File: src/rtl/rcc_clk_gate_ctrl.sv
`default_nettype none
// ============================================================================
//  Module   : rcc_clk_gate_ctrl
//  Purpose  : Demand-driven enable controller for one gated clock branch.
//             Merges per-requester req/ack handshakes into a single enable
//             for the downstream clock-gating cell.
//             - A wake-up delay runs before any ack is granted.
//             - An idle hysteresis period runs before the branch is gated.
//             - A minimum off time is enforced after gating.
//  Revision : 1.0 - initial release
// ============================================================================
module rcc_clk_gate_ctrl #(
  parameter int REQ_NUM        = 4,
  parameter int WAKE_CYCLES    = 2,
  parameter int IDLE_CYCLES    = 16,
  parameter int OFF_MIN_CYCLES = 4,
  parameter int CW             = 8
) (
  input  logic               clk,
  input  logic               rst,
  input  logic               testmode,
  input  logic               force_on,
  input  logic [REQ_NUM-1:0] req,
  output logic [REQ_NUM-1:0] ack,
  output logic               active,
  output logic [2:0]         state
);

  typedef enum logic [2:0] {
    S_OFF  = 3'd0,
    S_WAKE = 3'd1,
    S_ON   = 3'd2,
    S_HOLD = 3'd3,
    S_COOL = 3'd4
  } state_t;

  // Terminal counter values for each timed state.
  localparam logic [CW-1:0] C_WAKE_LAST = CW'(WAKE_CYCLES - 1);
  localparam logic [CW-1:0] C_IDLE_LAST = CW'(IDLE_CYCLES - 1);
  localparam logic [CW-1:0] C_OFF_LAST  = CW'(OFF_MIN_CYCLES - 1);
  localparam logic [CW-1:0] C_CNT_MAX   = {CW{1'b1}};

  state_t             state_q, state_d;
  logic [CW-1:0]      cnt_q, cnt_d;
  logic [REQ_NUM-1:0] ack_q, ack_d;
  logic               active_q, active_d;
  logic               any_req;
  logic [CW-1:0]      cnt_inc;

  // Testmode counts as demand, so the enable stays up once testmode drops.
  assign any_req = (|req) | force_on | testmode;

  // Counter never wraps; it holds at all-ones if ever reached.
  assign cnt_inc = (cnt_q == C_CNT_MAX) ? cnt_q : cnt_q + CW'(1);

  // Next-state, counter and ack logic.
  always_comb begin
    state_d = state_q;
    cnt_d   = cnt_q;
    ack_d   = '0;
    case (state_q)
      S_OFF: begin
        if (any_req) begin
          state_d = S_WAKE;
          cnt_d   = '0;
        end
      end
      S_WAKE: begin
        // Request changes are ignored until the wake-up delay has elapsed.
        if (cnt_q == C_WAKE_LAST) begin
          state_d = S_ON;
          cnt_d   = '0;
        end else begin
          cnt_d = cnt_inc;
        end
      end
      S_ON: begin
        ack_d = req;
        if (!any_req) begin
          state_d = S_HOLD;
          cnt_d   = '0;
        end
      end
      S_HOLD: begin
        ack_d = req;
        if (any_req) begin
          state_d = S_ON;
          cnt_d   = '0;
        end else if (cnt_q == C_IDLE_LAST) begin
          state_d = S_COOL;
          cnt_d   = '0;
        end else begin
          cnt_d = cnt_inc;
        end
      end
      S_COOL: begin
        // Requests stay pending here; OFF picks them up on the next edge.
        if (cnt_q == C_OFF_LAST) begin
          state_d = S_OFF;
          cnt_d   = '0;
        end else begin
          cnt_d = cnt_inc;
        end
      end
      default: begin
        state_d = S_OFF;
        cnt_d   = '0;
      end
    endcase
    // The enable is high in every state where the branch clock must run.
    active_d = (state_d == S_WAKE) || (state_d == S_ON) || (state_d == S_HOLD);
  end

  // State, counter, ack and enable registers with synchronous reset.
  always_ff @(posedge clk) begin
    if (rst) begin
      state_q  <= S_OFF;
      cnt_q    <= '0;
      ack_q    <= '0;
      active_q <= 1'b0;
    end else begin
      state_q  <= state_d;
      cnt_q    <= cnt_d;
      ack_q    <= ack_d;
      active_q <= active_d;
    end
  end

  assign ack    = ack_q;
  assign active = active_q | testmode;
  assign state  = state_q;

endmodule
`default_nettype wire

File: config.mk
export PLATFORM = sky130hd
export DESIGN_NAME = rcc_clk_gate_ctrl
export DESIGN_NICKNAME = d
export VERILOG_FILES = /design/src/rtl/rcc_clk_gate_ctrl.sv
export SDC_FILE = /design/constraint.sdc
export NUM_CORES = 1
export LEC_CHECK = 0
export ABC_AREA = 1
export BUFFER_PORTS_ARGS = -buffer_cell sky130_fd_sc_hd__buf_2
export CAP_MARGIN = 20
export CORE_ASPECT_RATIO = 1.75
export CORE_MARGIN = 1.5
export CORE_UTILIZATION = 30
export CTS_CLUSTER_DIAMETER = 120
export CTS_CLUSTER_SIZE = 30
export DETAILED_ROUTE_END_ITERATION = 12
export SETUP_SLACK_MARGIN = 0.5
export SLEW_MARGIN = 10
export SYNTH_ARGS = -nofsm -noshare
export SYNTH_HDL_FRONTEND = slang
export SYNTH_SLANG_ARGS = --single-unit
export TNS_END_PERCENT = 100
File: constraint.sdc
create_clock -name clk -period 1.4 [get_ports clk]
set_clock_uncertainty 0.05 [all_clocks]
set_input_delay 0.21 -clock clk [delete_from_list [all_inputs] [get_ports clk]]
set_output_delay 0.21 -clock clk [all_outputs]
set_load 0.03 [all_outputs]
==> impl_metrics.tcl <==
set metrics [dict create \
    status "finished clean" \
    row_count 26 \
    fin_nets 191 \
    worst-r2r-setup-slack_ns 0.03 \
    p_sw_uw 352.4 \
    dieWidth_um 45.64 \
    min_period_ns 1.365 \
    p_leak_uw 0.0006686 \
    num_antenna_cells 0 \
    r2r_end "cnt_q[4]$_SDFFE_PP0P_" \
    arrival_ns 1.46 \
    num_vias 1053 \
    routed_wl_um 2641 \
    yosys.area.top_type_share_pct 33.55 \
    wire_per_inst_um 11.90 \
    yosysSeqAreaShare_pct 33.55 \
    hold_viol_final 0 \
    critPathKind "flip-flop to flip-flop" \
    slowest_stage "dfxtp_4" \
    crit_fanout 6 \
    netlist_top_cells_count "nand2_1, nor2_1, inv_1, dfxtp_1, nand3_1" \
    min-delay-start "req[3]" \
    synth.most_common_cell "nand2_1" \
    globalplace.congestion 0.8503 \
    crit_chain "ha_4, nand3_2, nor2_1, nor2_1, nor2_1, nand3_2, nand2_4, nor2_2" \
    reg2reg_depth 8 \
    setup_tns_ns 0 \
    stdcell_count 222 \
    final_layout_size_suffix_gt1_share_pct 54.44 \
    synth_cells 146 \
    dp_slack_ns -0.04092 \
    path_clk_slew_ns 0.07 \
    cp.depth 8 \
    fmax_ghz 0.7323 \
    intPower_uw 851.2 \
    clock_latency_ns 0.25 \
    critPathBufInv 0 \
    grt_pass1_vias 1003 \
    syn_avg_cell_area_sq_um 6.539 \
    end_kind "flip-flop" \
    timing.rr.start "cnt_q[1]$_SDFFE_PP0P_" \
    combPwrFrac_pct 24.1 \
    ant_nets 0 \
    crit_path_start_kind "flip-flop" \
    fp.coreArea_sq_um 2960 \
    final_util_pct 50.72 \
    clk_path_buf_depth 2 \
    swShare_pct 29.28 \
    placedCellCount 210 \
    powerDensity_nw_per_um2 801.6 \
    clkSinkCount 16 \
    grt.overflow.total 0 \
    grt_max_degree 10 \
    synthArstFlopShare_pct 0 \
    fin_ws_ns 0.03451 \
    cp.required_ns 1.50 \
    min_path_cells 3 \
    cts_root_buf "clkbuf_8" \
    worstMarginPinSlew_ns 0.2406 \
    seqPwrFrac_pct 41.3 \
    synth_area_leaders "dfxtp_1, nand2_1, nor2_1" \
    numCtsBuffers 3 \
    synth_seq_cells 16 \
    slew_viol_final 0 \
    start_util_pct 32.25 \
    die-area_sq_um 3543 \
    dieHeight_um 77.63 \
    synth_area_sq_um 954.7 \
    remaining_drc_errors 0 \
    drtIter0Drc 13 \
    portBuffers 15 \
    maxCapViolCount 0 \
    synth_top_cell_by_area "dfxtp_1" \
    grt_usage_pct 15.10 \
    fillers 284 \
    top_level_ports 16 \
    hold_class "input pin to flip-flop" \
    setup_viol 0 \
    htree_levels 1 \
    path_delay_family "simple AND/OR/NAND/NOR gates" \
    synth_edf_count 0 \
    slew_headroom_pct 83.91 \
    max_stage_delay_ns 0.38 \
    fin_crit_sh_pct 97.53 \
    yosys_warnings 0 \
    area_growth_pct 57.27 \
    hold_buffers 0 \
    rsz0062_at_grt "true" \
    clkPwrFrac_pct 34.6 \
    peakVddDrop_v 0.0004262 \
    via_per_inst 4.743 \
    antenna_found_initial 0 \
    cts_tree "done" \
    ys.flop_type "dfxtp_1" \
    drtPass1Iterations 4 \
    worst_path_most_repeated_cell "nor2_1" \
    synth_nets 156 \
    grt_pass1_wl_um 3960 \
    whs_endpoint "ack[3]$_SDFF_PP0_" \
    synth_cell_types 19 \
    hpwl_um 1865 \
]
-- cells in the final DEF (no fill, tap or decap), types with 5 or more instances in the layout --
| master | Yosys | routed |
|---|---|---|
| nor2_1 | 22 | 13 |
| nor2_4 | 0 | 6 |
| dfxtp_4 | 0 | 5 |
| dfxtp_2 | 0 | 7 |
| nand2_4 | 2 | 6 |
| nor2_2 | 9 | 12 |
| nand2_1 | 34 | 26 |
| buf_4 | 0 | 14 |
| inv_2 | 4 | 5 |
| inv_1 | 20 | 17 |
| nand2_2 | 3 | 7 |
| buf_2 | 0 | 7 |
| nand3_1 | 10 | 7 |
| buf_6 | 0 | 9 |
-- sequential cells by signal, summed over array words and instances (netlist names) --
signal,count
active_q,1
state,3
ack,4
cnt_q,8
-- cell families (layout without fill, tap and decap cells) --
| kind of cell | count (synthesis) | count (layout) | share of synthesized area, % |
|---|---|---|---|
| simple gates | 92 | 92 | 47.44 |
| fa+ha+maj | 2 | 2 | 2.621 |
| flops | 16 | 16 | 33.55 |
| compound gates | 12 | 12 | 6.946 |
| buf+inv | 24 | 58 | 9.436 |
-- repair_timing --
item	CTS	global route
gates resized for setup	38	25
setup endpoints to repair	20	24
setup buffers	4	4
pin swaps	11	14
-- metal layers --
| layer | share of wire (%) | up-vias | track usage [%] |
|---|---|---|---|
| li1 | - | 519 | - |
| met1 | 34 | 502 | 12.94 |
| met2 | 62 | 27 | 30.56 |
| met3 | 3.2 | 5 | 2.791 |
| met4 | 1.6 | 0 | 5.294 |
| met5 | 0 | - | 0 |
-- stage by stage --
stage	power [uW]	hold WS, ns	area [sq um]
6_report	1204	0.1234	1501
5_1_grt	1261	0.1243	1501
4_1_cts	1187	0.1212	1388
3_5_place_dp	720.8	0.3930	1181
3_3_place_gp	718.1	0.3918	1181
2_1_floorplan	654.7	0.2194	1001
-- worst max path at each step --
stage                     startpoint               endpoint  slack (ns)
6_report       cnt_q[1]$_SDFFE_PP0P_  cnt_q[4]$_SDFFE_PP0P_        0.03
5_1_grt        cnt_q[1]$_SDFFE_PP0P_  cnt_q[6]$_SDFFE_PP0P_       -0.07
4_1_cts        cnt_q[0]$_SDFFE_PP0P_  cnt_q[4]$_SDFFE_PP0P_        0.03
3_5_place_dp                  req[1]  cnt_q[4]$_SDFFE_PP0P_       -0.04
3_3_place_gp   cnt_q[5]$_SDFFE_PP0P_  cnt_q[4]$_SDFFE_PP0P_       -0.02
2_1_floorplan  cnt_q[1]$_SDFFE_PP0P_  cnt_q[1]$_SDFFE_PP0P_        0.15
-- cell type report --
class	instances	area (sq um)	area share (%)
Multi-Input combinational cell	106	709.4	47.25
Sequential cell	16	347.8	23.17
Clock buffer	4	55.05	3.667
Inverter	24	95.09	6.333
Timing Repair Buffer	30	241.5	16.08
Tap cell	42	52.55	3.500
-- power groups by stage --
stage / combinational [uW] / sequential, uW / clock, uW
floorplan: 134 / 521 / 0
CTS: 268 / 497 / 423
global route: 315 / 499 / 447
global placement: 214 / 504 / 0
finish: 290 / 497 / 417
detailed placement: 216 / 505 / 0
-- worst reg2reg max path: stages, from the launching register on --
cell	delay [ns]
dfxtp_4	0.38
ha_4	0.17
nand3_2	0.09
nor2_1	0.09
nor2_1	0.04
nor2_1	0.13
nand3_2	0.11
nand2_4	0.14
nor2_2	0.04
No activity file was read; power rests on OpenSTA's default activity.
